==> src/rtl/func_sweep_pkg.sv <==
// Shared types and sizing helpers for the truth-table sweeper.
package func_sweep_pkg;

  typedef enum logic [1:0] {
    S_IDLE  = 2'd0,
    S_DRIVE = 2'd1,
    S_WAIT  = 2'd2,
    S_DONE  = 2'd3
  } state_t;

  // Number of input vectors swept for a given input width.
  function automatic int nv_of(input int n_in);
    return 1 << n_in;
  endfunction

  // Width of the hold counter; at least one bit even when HOLD is 1.
  function automatic int ctr_w(input int hold);
    return (hold > 1) ? $clog2(hold) : 1;
  endfunction

endpackage

==> src/rtl/func_sweep_if.sv <==
// Command, stimulus and result signals between a sweep controller and the sweeper.
interface func_sweep_if #(
  parameter int N_IN  = 3,
  parameter int N_OUT = 1
);
  import func_sweep_pkg::*;

  localparam int NV = nv_of(N_IN);

  logic                  start;
  logic                  step_mode;
  logic                  step;
  logic [N_OUT-1:0]      f_in;
  logic [NV*N_OUT-1:0]   expect_tbl;
  logic [N_IN-1:0]       vec_out;
  logic                  vec_valid;
  logic [NV*N_OUT-1:0]   table_out;
  logic [N_IN:0]         mismatch_cnt;
  logic [N_IN-1:0]       first_fail;
  logic                  fail;
  logic                  busy;
  logic                  done;

  modport master (
    output start, step_mode, step, f_in, expect_tbl,
    input  vec_out, vec_valid, table_out, mismatch_cnt, first_fail, fail, busy, done
  );

  modport slave (
    input  start, step_mode, step, f_in, expect_tbl,
    output vec_out, vec_valid, table_out, mismatch_cnt, first_fail, fail, busy, done
  );

endinterface

==> src/rtl/func_sweep_hold_ctr.sv <==
// Counts the cycles a vector has been held; last flags the capture cycle.
module func_sweep_hold_ctr
  import func_sweep_pkg::*;
#(
  parameter int HOLD = 2
) (
  input  logic clk,
  input  logic rst_n,
  input  logic clr,
  input  logic en,
  output logic last
);

  localparam int            CW       = ctr_w(HOLD);
  localparam logic [CW-1:0] LAST_VAL = CW'(HOLD - 1);

  logic [CW-1:0] cnt;

  // Clear wins over count so a capture restarts the hold window at zero.
  always_ff @(posedge clk or negedge rst_n) begin
    if (!rst_n) begin
      cnt <= '0;
    end else if (clr) begin
      cnt <= '0;
    end else if (en) begin
      cnt <= cnt + 1'b1;
    end
  end

  assign last = (cnt == LAST_VAL);

endmodule

==> src/rtl/func_sweep.sv <==
// Exhaustive truth-table sweeper: drives every input vector, captures and
// compares the response against an expected table.
module func_sweep
  import func_sweep_pkg::*;
#(
  parameter int N_IN  = 3,
  parameter int N_OUT = 1,
  parameter int HOLD  = 2
) (
  input  logic         clk,
  input  logic         rst_n,
  func_sweep_if.slave  bus
);

  localparam int            NV       = nv_of(N_IN);
  localparam int            IW       = N_IN + 1;
  localparam logic [IW-1:0] LAST_IDX = IW'(NV - 1);
  localparam logic [IW-1:0] CNT_MAX  = IW'(NV);

  state_t              state;
  state_t              state_nxt;
  logic [IW-1:0]       idx;
  logic                single_step;
  logic                accept;
  logic                capture;
  logic                advance;
  logic                hold_last;
  logic                active;
  int                  slot;
  logic [N_OUT-1:0]    exp_slot;
  logic                slot_bad;
  logic [NV*N_OUT-1:0] cap_tbl;
  logic [IW-1:0]       mis_cnt;
  logic [N_IN-1:0]     first_idx;
  logic                fail_flag;

  func_sweep_hold_ctr #(.HOLD(HOLD)) u_hold (
    .clk   (clk),
    .rst_n (rst_n),
    .clr   (accept | capture),
    .en    (state == S_DRIVE),
    .last  (hold_last)
  );

  // State register.
  always_ff @(posedge clk or negedge rst_n) begin
    if (!rst_n) begin
      state <= S_IDLE;
    end else begin
      state <= state_nxt;
    end
  end

  // Next-state logic plus the accept/capture/advance strobes that steer the datapath.
  always_comb begin
    state_nxt = state;
    accept    = 1'b0;
    capture   = 1'b0;
    advance   = 1'b0;
    unique case (state)
      S_IDLE, S_DONE: begin
        if (bus.start) begin
          accept    = 1'b1;
          state_nxt = S_DRIVE;
        end
      end
      S_DRIVE: begin
        if (hold_last) begin
          capture = 1'b1;
          if (idx == LAST_IDX) begin
            state_nxt = S_DONE;
          end else if (!single_step) begin
            advance = 1'b1;
          end else begin
            state_nxt = S_WAIT;
          end
        end
      end
      S_WAIT: begin
        // A start arriving together with step is ignored here; only step matters.
        if (bus.step) begin
          advance   = 1'b1;
          state_nxt = S_DRIVE;
        end
      end
      default: state_nxt = S_IDLE;
    endcase
  end

  // Select the expected slot for the vector currently on the DUT.
  always_comb begin
    slot     = int'(idx[N_IN-1:0]);
    exp_slot = bus.expect_tbl[slot*N_OUT +: N_OUT];
    slot_bad = (bus.f_in != exp_slot);
  end

  // Vector index, mode latch, captured table and mismatch bookkeeping.
  always_ff @(posedge clk or negedge rst_n) begin
    if (!rst_n) begin
      idx         <= '0;
      single_step <= 1'b0;
      cap_tbl     <= '0;
      mis_cnt     <= '0;
      first_idx   <= '0;
      fail_flag   <= 1'b0;
    end else if (accept) begin
      idx         <= '0;
      single_step <= bus.step_mode;
      cap_tbl     <= '0;
      mis_cnt     <= '0;
      first_idx   <= '0;
      fail_flag   <= 1'b0;
    end else begin
      if (capture) begin
        cap_tbl[slot*N_OUT +: N_OUT] <= bus.f_in;
        if (slot_bad) begin
          if (mis_cnt != CNT_MAX) begin
            mis_cnt <= mis_cnt + 1'b1;
          end
          if (!fail_flag) begin
            first_idx <= idx[N_IN-1:0];
            fail_flag <= 1'b1;
          end
        end
      end
      if (advance) begin
        idx <= idx + 1'b1;
      end
    end
  end

  assign active           = (state == S_DRIVE) || (state == S_WAIT);
  assign bus.vec_out      = active ? idx[N_IN-1:0] : '0;
  assign bus.vec_valid    = active;
  assign bus.busy         = active;
  assign bus.done         = (state == S_DONE);
  assign bus.table_out    = cap_tbl;
  assign bus.mismatch_cnt = mis_cnt;
  assign bus.first_fail   = first_idx;
  assign bus.fail         = fail_flag;

endmodule
==> src/flat_wrapper.sv <==
// flat-port wrapper written by rule: the top's interface ports become plain ports
module func_sweep_flat import func_sweep_pkg::*;
#(
  parameter int N_IN  = 3,
  parameter int N_OUT = 1,
  parameter int HOLD  = 2
)
  (clk, rst_n, bus_start, bus_step_mode, bus_step, bus_f_in, bus_expect_tbl, bus_vec_out, bus_vec_valid, bus_table_out, bus_mismatch_cnt, bus_first_fail, bus_fail, bus_busy, bus_done);
  func_sweep_if #(.N_IN(N_IN), .N_OUT(N_OUT)) bus_i ();
  input  logic clk;
  input  logic rst_n;
  input wire logic [$bits(bus_i.start)-1:0] bus_start;
  input wire logic [$bits(bus_i.step_mode)-1:0] bus_step_mode;
  input wire logic [$bits(bus_i.step)-1:0] bus_step;
  input wire logic [$bits(bus_i.f_in)-1:0] bus_f_in;
  input wire logic [$bits(bus_i.expect_tbl)-1:0] bus_expect_tbl;
  output wire logic [$bits(bus_i.vec_out)-1:0] bus_vec_out;
  output wire logic [$bits(bus_i.vec_valid)-1:0] bus_vec_valid;
  output wire logic [$bits(bus_i.table_out)-1:0] bus_table_out;
  output wire logic [$bits(bus_i.mismatch_cnt)-1:0] bus_mismatch_cnt;
  output wire logic [$bits(bus_i.first_fail)-1:0] bus_first_fail;
  output wire logic [$bits(bus_i.fail)-1:0] bus_fail;
  output wire logic [$bits(bus_i.busy)-1:0] bus_busy;
  output wire logic [$bits(bus_i.done)-1:0] bus_done;
  assign bus_i.start = bus_start;
  assign bus_i.step_mode = bus_step_mode;
  assign bus_i.step = bus_step;
  assign bus_i.f_in = bus_f_in;
  assign bus_i.expect_tbl = bus_expect_tbl;
  assign bus_vec_out = bus_i.vec_out;
  assign bus_vec_valid = bus_i.vec_valid;
  assign bus_table_out = bus_i.table_out;
  assign bus_mismatch_cnt = bus_i.mismatch_cnt;
  assign bus_first_fail = bus_i.first_fail;
  assign bus_fail = bus_i.fail;
  assign bus_busy = bus_i.busy;
  assign bus_done = bus_i.done;
  func_sweep #(.N_IN(N_IN), .N_OUT(N_OUT), .HOLD(HOLD)) u_core (.clk(clk), .rst_n(rst_n), .bus(bus_i));
endmodule
==> config.mk <==
export PLATFORM = sky130hd
export DESIGN_NAME = func_sweep_flat
export DESIGN_NICKNAME = d
export VERILOG_FILES = /design/src/rtl/func_sweep_pkg.sv /design/src/rtl/func_sweep_if.sv /design/src/rtl/func_sweep_hold_ctr.sv /design/src/rtl/func_sweep.sv /design/src/flat_wrapper.sv
export SDC_FILE = /design/constraint.sdc
export NUM_CORES = 1
export LEC_CHECK = 0
export ABC_AREA = 0
export CAP_MARGIN = 10
export CELL_PAD_IN_SITES_DETAIL_PLACEMENT = 1
export CELL_PAD_IN_SITES_GLOBAL_PLACEMENT = 1
export CORE_ASPECT_RATIO = 0.75
export CORE_MARGIN = 2
export CORE_UTILIZATION = 31
export CTS_CLUSTER_SIZE = 40
export DETAILED_ROUTE_END_ITERATION = 10
export PLACE_DENSITY_LB_ADDON = 0.1
export SYNTH_ARGS = -nofsm -noshare
export SYNTH_HDL_FRONTEND = slang
export SYNTH_SLANG_ARGS = --single-unit
export TNS_END_PERCENT = 100
==> constraint.sdc <==
create_clock -name clk -period 3.8 [get_ports clk]
set_clock_uncertainty 0.1 [all_clocks]
set_input_delay 0.57 -clock clk [delete_from_list [all_inputs] [get_ports clk]]
set_output_delay 0.57 -clock clk [all_outputs]
set_load 0.01 [all_outputs]
==> impl_metrics.csv <==
group,metric,value,unit
status,status,"complete, no violations",
timing,setup_slack,1240,ps
floorplan,io_pins,36,
timing,final-setup-viol-count,0,
logic_synthesis,syn_area_per_cell,9.76,µm²
timing,hold_ws,380,ps
routing,final_antenna_net_count,0,
clock_tree,htree_levels,1,
cells_and_area,post_route_cells_drive_above_1_share,6.84,%
global_routing,grt_pass1_vias,1377,
routing,vias,1272,
logic_synthesis,synth_cell_types,33,
logic_synthesis,synth_area_leaders,"dfrtp_1 (39%), mux2i_1 (14%), ha_1 (8.9%)",
power,total_power,0.00126,W
floorplan,initial_core_util,31.8,%
logic_synthesis,syn_nets,183,
logic_synthesis,synth_ff_type,"dfrtp_1",
timing,worst_slew_pin_slew,695,ps
logic_synthesis,synth_edf_count,0,
cells_and_area,multi_input_area,860,µm²
routing,drc,0,
global_routing,grt_usage,15.7,%
logic_synthesis,syn_area,1540,µm²
floorplan,die-area,5560,µm²
clock_tree,cts_setup_buffers,0,
critical_path,reg2reg_slack,1320,ps
critical_path,r2r_end,"u_core.bus.table_out[0]$_DFFE_PN0P_",
floorplan,placement_rows,22,
critical_path,rr_startpoint,"u_core.idx[0]$_DFFE_PN0P_",
timing,post-route-period-util,67.3,%
logic_synthesis,synth.largest_area_cell,"dfrtp_1",
critical_path,ff2ff_path_depth,7,
critical_path,worstSetupPathType,"reg -> out",
floorplan,die_w,85.5,µm
timing,fmax,0.391,GHz
routing,routed_wl,3850,µm
power,vdd_ir_drop_max,0.318,mV
floorplan,core_area,4840,µm²
logic_synthesis,async_flop_share,100,%
critical_path,cp-start-kind,"register",
clock_tree,cts_buffers,3,
global_routing,grt_max_degree,25,
critical_path,cp.required,3130,ps
timing,rsz0062_at_grt,"false",
critical_path,critPathArrivalTime,1890,ps
timing,slew_viol_final,0,
global_routing,grt_pass1_wl,6840,µm
logic_synthesis,yosysWarnings,0,
clock_tree,cts_sinks,24,
placement,place_ws,1200,ps
cells_and_area,postLayoutCellArea,2010,µm²
timing,hold_viol_final,0,
logic_synthesis,yosys_register_bits,24,
cells_and_area,nNetsFinal,216,
min_path,hp-start,"u_core.idx[3]$_DFFE_PN0P_",
global_routing,grt-ovfl-total,0,
routing,wl_per_cell,15.4,µm
logic_synthesis,yosysMostFrequentCell,"dfrtp_1",
cells_and_area,regArea,601,µm²
timing,min_period,2560,ps
timing,slew_headroom,53.6,%
placement,postPlaceCellArea,1930,µm²
cells_and_area,area_growth,30.0,%
power,p_leak,0.932,nW
clock_tree,clk_latency,270,ps
logic_synthesis,syn_inst,158,
routing,viasPerCell,5.09,
routing,drtIter0Drc,40,
placement,gp_congestion,0.759,
cells_and_area,antenna_cells,0,
logic_synthesis,synth_top_area_share,38.9,%
floorplan,chipHeight,65.1,µm
timing,fin_tns_setup,0,ps
critical_path,end_kind,"primary output",
cells_and_area,fill_cells,547,
logic_synthesis,yosys-top-cells-count,"dfrtp_1 (24), mux2i_1 (21), nand2_1 (21)",
flow_run,maxCapViolCount,0,
min_path,hold_class,"reg -> reg",
min_path,hold_depth,1,
logic_synthesis,ys_seq_area_share,38.9,%
critical_path,critPathMaxFanout,15,
clock_tree,cts_resized,0,
placement,port_buffers,35,
clock_tree,cts_root_buf,"clkbuf_8",
routing,drt_pass1_iterations,4,
clock_tree,path_clk_slew,90,ps
clock_tree,cts_buffer_depth,2,
power,power_density,626,nW/µm²
clock_tree,holdBufCountCts,0,
clock_tree,cts_tree,"done",
min_path,holdPathEnd,"u_core.idx[3]$_DFFE_PN0P_",
global_routing,antenna_found_initial,0,
placement,hpwl,2980,µm
-- metrics by stage --
stage | util [%] | instances
floorplan | - | 158
global placement | 39.9 | 246
detailed placement | 39.9 | 246
CTS | 41.4 | 250
global route | 41.4 | 250
finish | 41.4 | 250
-- area by class of cell --
cell class | count | area share (%)
Multi-Input combinational cell | 115 | 42.9
Tap cell | 60 | 3.74
Clock buffer | 3 | 2.06
Timing Repair Buffer | 36 | 17.8
Clock inverter | 1 | 1.50
Sequential cell | 24 | 29.9
Inverter | 11 | 2.06
-- state kept, by name, summed over array words and instances (netlist names) --
| signal | cells |
|---|---|
| u_core.bus.mismatch_cnt | 4 |
| u_core.idx | 4 |
| u_core.bus.table_out | 8 |
| u_core.state | 2 |
| u_core.bus.first_fail | 3 |
| u_core.single_step | 1 |
| u_core.bus.fail | 1 |
| u_core.u_hold.last | 1 |
-- worst max-delay path by stage --
stage	cells past startpoint	end	startpoint	slack (ps)
finish	3	bus_vec_out[0]	u_core.idx[0]$_DFFE_PN0P_	1240
global route	3	bus_vec_out[0]	u_core.idx[0]$_DFFE_PN0P_	1090
CTS	3	bus_vec_out[0]	u_core.idx[0]$_DFFE_PN0P_	1230
detailed placement	5	u_core.bus.mismatch_cnt[1]$_DFFE_PN0P_	bus_expect_tbl[0]	1200
global placement	5	u_core.bus.mismatch_cnt[1]$_DFFE_PN0P_	bus_expect_tbl[6]	1270
floorplan	5	u_core.bus.first_fail[0]$_DFFE_PN0P_	u_core.idx[0]$_DFFE_PN0P_	1700
-- worst max-delay path, cell delays in order, from the launching register on --
cell and delay [ps]:
dfrtp_1 690, inv_1 220, nor2_1 150, clkdlybuf4s50_1 550
-- logic make-up after synthesis --
group,after synthesis,synth area share [%]
AO/OA/AOI/OAI,7,3.32
XOR/XNOR,2,1.14
adder cells (fa/ha/maj),11,8.92
buffers and inverters,19,5.35
flip-flops,24,38.9
multiplexers,28,20.2
AND/OR/NAND/NOR,67,22.1
-- where the power goes --
part           switching, W  internal, W  total, W
Sequential        0.0000698     0.000307  0.000377
Combinational      0.000361     0.000291  0.000653
Clock             0.0000854     0.000141  0.000226
-- routing by layer --
layer	routed length (µm)	GRT usage (%)	share of wire [%]	up-vias
met5	0	0	0	-
met4	30	4.37	0.78	0
met3	96	3.39	2.5	4
met2	1930	26.4	50	16
met1	1800	20.6	47	640
li1	-	-	-	612
-- placed cells by master, fill, tap and decap left out, types with 2 or more instances in the layout --
cell type / count
clkdlybuf4s50_1: 35
dfrtp_1: 24
nand2_1: 21
mux2i_1: 21
ha_1: 11
inv_1: 10
nor2_1: 10
nand3_1: 8
nand4_1: 6
nand3b_1: 3
mux2_2: 3
mux2_4: 3
and3_1: 3
nor3_1: 3
clkbuf_8: 3
and2_1: 2
and3b_1: 2
nor2b_1: 2
nor3b_1: 2
a32o_1: 2
o31ai_1: 2
xnor2_1: 2
nand2b_1: 2
Power figures use the tool's default switching activity.
